$ cat config.mk
export PLATFORM = sky130hd
export DESIGN_NAME = eth_tlp_unpack
export DESIGN_NICKNAME = d
export VERILOG_FILES = /design/src/rtl/eth_tlp_unpack.sv
export SDC_FILE = /design/constraint.sdc
export NUM_CORES = 1
export LEC_CHECK = 0
export ABC_AREA = 1
export ABC_CLOCK_PERIOD_IN_PS = 3700
export BUFFER_PORTS_ARGS = -buffer_cell sky130_fd_sc_hd__buf_2
export CAP_MARGIN = 20
export CORE_MARGIN = 3
export CORE_UTILIZATION = 40
export CTS_CLUSTER_DIAMETER = 60
export DETAILED_ROUTE_END_ITERATION = 8
export MAX_ROUTING_LAYER = met4
export PLACE_DENSITY = 0.72
export SLEW_MARGIN = 10
export SYNTH_ARGS = -nofsm -noshare
export SYNTH_HDL_FRONTEND = slang
export SYNTH_SLANG_ARGS = --single-unit
$ cat constraint.sdc
create_clock -name clk -period 3.7 [get_ports clk]
set_clock_uncertainty 0.15 [all_clocks]
set_input_delay 0.37 -clock clk [delete_from_list [all_inputs] [get_ports clk]]
set_output_delay 0.37 -clock clk [all_outputs]
set_load 0.005 [all_outputs]
$ cat src/rtl/eth_tlp_unpack.sv
// eth_tlp_unpack: strips Ethernet/IPv4/UDP headers from frames read out of a
// first-word-fall-through FIFO and emits the carried TLP as a 64-bit
// AXI-Stream with dword-granular keep. The 42-byte header ends two bytes into
// beat 5, so payload is realigned through a 48-bit hold register.
// Optional frame counters are built when ETH_TLP_UNPACK_STATS_EN is defined.
module eth_tlp_unpack #(
    parameter logic [15:0] UDP_PORT = 16'h3776
) (
    input  logic        clk,
    input  logic        rst,
    output logic        rd_en,
    input  logic [73:0] dout,
    input  logic        empty,
    output logic [63:0] m_axis_tdata,
    output logic [1:0]  m_axis_tkeep,
    output logic        m_axis_tlast,
    output logic        m_axis_tvalid,
    output logic        m_axis_tuser,
    input  logic        m_axis_tready,
    output logic [31:0] stat_rx_frames,
    output logic [31:0] stat_drop_frames
);

    localparam logic [1:0] S_HDR   = 2'd0;
    localparam logic [1:0] S_PAY   = 2'd1;
    localparam logic [1:0] S_FLUSH = 2'd2;
    localparam logic [1:0] S_DROP  = 2'd3;

    logic [1:0]       state;
    logic [2:0]       beat_cnt;
    logic [47:0]      hold;
    logic             first;    // next PAY pop is beat 5 (fills hold only)
    logic             err;      // OR of tuser over the frame so far
    logic             flush_k;
    logic             flush_u;

    logic [7:0]       in_keep;
    logic [7:0][7:0]  in_b;
    logic             in_last;
    logic             in_user;
    logic             pop;
    logic             out_free;
    logic             hdr_ok;

    assign in_keep  = dout[73:66];
    assign in_b     = dout[65:2];
    assign in_last  = dout[1];
    assign in_user  = dout[0];
    assign pop      = rd_en && !empty;
    assign out_free = !m_axis_tvalid || m_axis_tready;

    // only the keep bits marking the dword boundaries matter
    logic unused_keep;
    assign unused_keep = &{1'b0, in_keep[7], in_keep[5:3]};

    // header field checks for the beat currently at the FIFO head
    always_comb begin
        hdr_ok = 1'b1;
        case (beat_cnt)
            3'd1:    hdr_ok = (in_b[4] == 8'h08) && (in_b[5] == 8'h00) && (in_b[6] == 8'h45);
            3'd2:    hdr_ok = (in_b[7] == 8'h11);
            3'd4:    hdr_ok = (in_b[4] == UDP_PORT[15:8]) && (in_b[5] == UDP_PORT[7:0]);
            default: hdr_ok = 1'b1;
        endcase
    end

    // pop request: header/drop beats always, payload only when output can take it
    always_comb begin
        rd_en = 1'b0;
        if (!rst && !empty) begin
            case (state)
                S_HDR, S_DROP: rd_en = 1'b1;
                S_PAY:         rd_en = first || out_free;
                default:       rd_en = 1'b0;
            endcase
        end
    end

    // frame state machine, realignment and output register
    always_ff @(posedge clk or posedge rst) begin
        if (rst) begin
            state         <= S_HDR;
            beat_cnt      <= 3'd0;
            hold          <= 48'd0;
            first         <= 1'b0;
            err           <= 1'b0;
            flush_k       <= 1'b0;
            flush_u       <= 1'b0;
            m_axis_tvalid <= 1'b0;
            m_axis_tdata  <= 64'd0;
            m_axis_tkeep  <= 2'b00;
            m_axis_tlast  <= 1'b0;
            m_axis_tuser  <= 1'b0;
        end else begin
            if (m_axis_tvalid && m_axis_tready)
                m_axis_tvalid <= 1'b0;
            if (pop) begin
                if (in_last) begin
                    beat_cnt <= 3'd0;
                    err      <= 1'b0;
                end else begin
                    if (beat_cnt != 3'd5)
                        beat_cnt <= beat_cnt + 3'd1;
                    err <= err | in_user;
                end
            end
            case (state)
                S_HDR: begin
                    // a tlast here always ends a too-short frame; stay in HDR
                    if (pop && !in_last) begin
                        if (!hdr_ok)
                            state <= S_DROP;
                        else if (beat_cnt == 3'd4) begin
                            state <= S_PAY;
                            first <= 1'b1;
                        end
                    end
                end
                S_PAY: begin
                    if (pop) begin
                        hold <= dout[65:18];
                        if (first) begin
                            first <= 1'b0;
                            if (in_last)
                                state <= S_HDR;
                        end else begin
                            m_axis_tvalid <= 1'b1;
                            m_axis_tdata  <= {dout[17:2], hold};
                            m_axis_tkeep  <= {in_keep[1], 1'b1};
                            m_axis_tlast  <= 1'b0;
                            m_axis_tuser  <= 1'b0;
                            if (in_last && in_keep[2]) begin
                                state   <= S_FLUSH;
                                flush_k <= in_keep[6];
                                flush_u <= err | in_user;
                            end else if (in_last) begin
                                m_axis_tlast <= 1'b1;
                                m_axis_tuser <= err | in_user;
                                state        <= S_HDR;
                            end
                        end
                    end
                end
                S_FLUSH: begin
                    if (out_free) begin
                        m_axis_tvalid <= 1'b1;
                        m_axis_tdata  <= {16'd0, hold};
                        m_axis_tkeep  <= {flush_k, 1'b1};
                        m_axis_tlast  <= 1'b1;
                        m_axis_tuser  <= flush_u;
                        state         <= S_HDR;
                    end
                end
                default: begin
                    if (pop && in_last)
                        state <= S_HDR;
                end
            endcase
        end
    end

`ifdef ETH_TLP_UNPACK_STATS_EN
    logic drop_evt;
    assign drop_evt = pop && in_last &&
                      ((state == S_HDR) || (state == S_DROP) || ((state == S_PAY) && first));

    // saturating frame counters
    always_ff @(posedge clk or posedge rst) begin
        if (rst) begin
            stat_rx_frames   <= 32'd0;
            stat_drop_frames <= 32'd0;
        end else begin
            if (pop && in_last && (stat_rx_frames != 32'hFFFF_FFFF))
                stat_rx_frames <= stat_rx_frames + 32'd1;
            if (drop_evt && (stat_drop_frames != 32'hFFFF_FFFF))
                stat_drop_frames <= stat_drop_frames + 32'd1;
        end
    end
`else
    assign stat_rx_frames   = 32'd0;
    assign stat_drop_frames = 32'd0;
`endif

endmodule

== Word level (Yosys, flattened, before mapping) ==
Cells that the tools add are included.
Storage, ports and cells
  output and inout bits: 134
  bits of input ports: 78
  bits in registers: 126
Operators by class
  $add $sub $neg: 1
  mux-type cells: 46
  bitwise logic cells: 2
  equal/unequal tests: 19
  reductions and logical operators: 28
Operators with widths (count)
  $mux 64: 3
  $pmux 64 s2: 1
  $mux 2: 12
  $mux 1: 20
  $eq 8x7->1 const B: 2
  $ne 2x2->1 const B: 6
  $pmux 1 s2: 5
  $reduce_and 5->1: 2
  $logic_and 1x1->1: 9
  $eq 8x4->1 const B: 1
  $eq 8x5->1 const B: 1
  $eq 8x6->1 const B: 1
  $logic_not 8->1: 1
  $reduce_and 4->1: 2
  $mux 3: 2
  $ne 3x3->1 const B: 2
  $pmux 2 s3: 1
  $reduce_bool 2->1: 3
  $eq 2x2->1 const B: 2
  $logic_not 1->1: 4
  $pmux 2 s2: 1
  $reduce_and 2->1: 2
  $reduce_bool 4->1: 1
  $add 3x1->3 const B: 1
  10 further kinds: 11

== Depth between registers and ports, before layout ==
  depth after elaboration: 9
  depth in mapped cells: 12

== Worst setup path before layout ==
Ideal clock, no wire load.
  path kind: flip-flop to flip-flop
  start point: reg state[0]
  end point: reg m_axis_tdata[18]
  slack: 1716 ps
  setup time: 117 ps
  buffers on the path: 3
  cell stages (with the launch flop): 12
  data arrival time: 1717 ps
  path through: dfrtp_1 > inv_1 > ha_1 > buf_6 > nor3_4 > nand2_2 > o21ai_2 > nand3_2 > buf_6 > buf_6 > nand2_1 > o21ai_2
On the way
  word-level cells in the longest chain between the ends: 7
  elaborated cells on any way between the ends: 14
  those cells by class: 6 x eq/ne; 3 x mux; 5 x reduce/logical
Ends and longest elaborated chain
  from (decl): RTL line 29  | logic [1:0] state;
  from (signal assigned): RTL line 82  | state <= S_HDR;
  from (signal assigned): RTL line 112  | state <= S_DROP;
  from (signal assigned): RTL line 114  | state <= S_PAY;
  $eq 2x2->1 / $logic_not 2->1 (equally long branches): RTL line 71  | case (state)
  $reduce_or 2->1: RTL line 71
  $pmux 1 s2: RTL line 71
  $mux 1: RTL line 70  | if (!rst && !empty) begin
  $logic_and 1x1->1: RTL line 49  | assign pop = rd_en && !empty;
  $ne 2x2->1 (no line)
  $reduce_and 4->1 (no line)
  to (signal assigned): RTL line 128  | m_axis_tdata <= {dout[17:2], hold};
  to (signal assigned): RTL line 147  | m_axis_tdata <= {16'd0, hold};
  to (decl): RTL line 14  | output logic [63:0] m_axis_tdata,
Several ways; a longest one is shown, not always the timed one.
A chain may end at the register's enable or synchronous reset.

== Worst setup path in the final report ==
  start point: reg state[0]
  end point: reg m_axis_tdata[25]
The elaborated chain is that of the path after synthesis.

==> impl_metrics.yaml <==
routing:
  ant_nets: 0
  avgRoutedWirePerCell_um: 12.0
  detailroute.via_count: 4433
  vias_per_cell: 4.34
  first_iter_violations: 226
  drc: 0
  finalWirelength_um: 12300
  first_pass_iters: 4
clock_tree:
  clk_path_buf_depth: 2
  clock_latency_ns: 0.41
  cts_tree: "done"
  cts.htree.levels: 4
  post-cts-setup-buffers: 0
  clk_pin_slew_worst_paths_ns: 0.06
  cts-root-buf: "clkbuf_16"
  clock_sinks: 126
  cts-buffers-inserted: 17
grt:
  antenna_found_initial: 0
  grt_first_pass_wirelength_um: 19600
  grt.overflow.total: 0
  grt_pass1_vias: 4105
  grt_usage: 0.154
  grt_start_max_net_pins: 127
cells_and_area:
  syn2layout_area_growth_pct: 21.0
  nets: 912
  layout_common_cells: "nand2_1, buf_2, dfrtp_1"
  diodes: 0
  drive_above_1_share: 0.277
  n_fill_cell: 1390
  layout_commonest_cell: "nand2_1"
sta:
  fin_crit_sh: 0.739
  fmax_mhz: 366
  rsz0062_at_grt: "false"
  whs_ns: -0.0246
  setup_tns_ns: 0
  relSlewSlack: 0.523
  slew_viol_final: 0
  period_minus_slack_ns: 2.73
  setup_viol: 0
  hold_viol_final: 12
  worstMarginPinSlew_ns: 0.715
yosys:
  synth_cells: 676
  syn_area_per_cell_um2: 8.95
  synthArstFlopShare: 1.00
  yosysUniqueCellTypes: 25
  synthTopCellsByArea: "dfrtp_1, nand2_1, buf_4, o21ai_2, inv_1"
  synth-edff-count: 0
  synth-warning-count: 0
  ys_seq_area_frac: 0.521
  yosysTopAreaCellShare: 0.521
  ys.flop_type: "dfrtp_1"
  syn_area_um2: 6050
  synth_top_area_cell: "dfrtp_1"
  synth-seq-cells: 126
critical_path:
  cp.required_ns: 3.84
  regToRegSetupSlack_ns: 0.97
  startpoint: "state[0]"
  r2r_start: "state[0]"
  r2r_end: "m_axis_tdata[25]"
  start_kind: "flop"
  crit_arrival_ns: 2.87
  cp_max_fo: 32
  path_class: "reg -> reg"
  rr_worst_depth: 9
  end_kind: "flop"
power:
  power_leakage_nw: 3.89
  ir_drop_uv: 414
  fin_total_pwr_w: 0.00648
  power_density_nw_per_um2: 885
floorplan:
  start_util: 0.413
  fp-row-count: 44
  die_area_um2: 16600
  die_w_um: 129
  die_h_um: 129
  pin_count: 212
  core_um2: 14600
hold_path:
  hold_path.class: "in -> async"
job:
  max_cap_viol_count: 0
placement:
  gp_congestion: 0.873
  dp_hpwl_um: 8500
  portBuffers: 142
status:
  status: "finished, violations left"
  violations: "negative hold slack"
[timing repair]
action / 4_1_cts / 5_1_grt
hold buffers: 12 / 0
gates resized for setup: 0 / 0
endpoints found under the hold margin: 12 / 0
[logic make-up (layout without fill, tap and decap cells)]
logic type / after synthesis / in the layout / synth area share
multiplexers: 1 / 1 / 0.00165
AND/OR/NAND/NOR: 255 / 255 / 0.169
adder cells (fa/ha/maj): 7 / 7 / 0.0145
buffers and inverters: 173 / 271 / 0.167
other: 1 / 64 / 0.000619
AO/OA/AOI/OAI: 113 / 113 / 0.127
flip-flops: 126 / 126 / 0.521
[report_power, final]
part	internal [W]	switching, W
Sequential	0.00206	0.000274
Combinational	0.000954	0.00154
Clock	0.00110	0.000564
Total	0.00411	0.00237
[Yosys cell counts, drive strengths merged (2+ instances only)]
cell    number
a21oi        2
a31oi        2
buf         84
clkbuf       6
dfrtp      126
ha           7
inv         83
nand2      197
nand3       16
nand4        2
nor2        37
nor3         2
o21ai      107
[sequential cells by signal, indices dropped and copies added, names as in the netlist, 2 cells and up]
register and count:
state 2, hold 48, m_axis_tkeep 2, beat_cnt 3, m_axis_tdata 64
[metal layers]
layer  GRT usage  part of all wire  vias to the layer above
met4      0.0581             0.015                        0
met2       0.239              0.47                      146
met1       0.196              0.46                     2015
met5           -                 0                        -
li1            -                 -                     2256
met3      0.0396             0.061                       16
[worst max path at each step]
| stage | end | slack, ns | cells past startpoint |
|---|---|---|---|
| 6_report | m_axis_tdata[25] | 0.97 | 9 |
| 5_1_grt | m_axis_tdata[52] | 0.76 | 9 |
| 4_1_cts | m_axis_tdata[25] | 0.95 | 9 |
| 3_5_place_dp | m_axis_tdata[26] | 0.98 | 9 |
| 3_3_place_gp | m_axis_tlast | 0.98 | 9 |
| 2_1_floorplan | beat_cnt[0] | 1.63 | 1 |
[critical path, cell delays in order (launching register included)]
cell and delay (ns):
dfrtp_1 0.39, inv_1 0.09, ha_1 0.36, nor3_4 0.28, nand2_2 0.16, o21ai_2 0.20
nand3_4 0.39, buf_4 0.41, nand2_1 0.12, o21ai_2 0.06
[cell type report]
cell class / count / area, µm² / area share
tap: 184 / 230 / 0.0314
multi-input combinational: 440 / 2130 / 0.291
timing repair buffer: 159 / 906 / 0.124
clock inverter: 7 / 113 / 0.0154
clock buffer: 22 / 474 / 0.0647
sequential: 126 / 3150 / 0.430
inverter: 83 / 315 / 0.0430
[stage by stage]
step | util | std cells | cell area [µm²] | setup WS (ns)
2_1_floorplan | - | 739 | 6290 | 1.63
3_3_place_gp | 0.452 | 980 | 6620 | 0.980
3_5_place_dp | 0.452 | 980 | 6620 | 0.978
4_1_cts | 0.500 | 1021 | 7330 | 0.946
5_1_grt | 0.500 | 1021 | 7330 | 0.760
6_report | 0.500 | 1021 | 7330 | 0.965
Power figures use the tool's default switching activity.
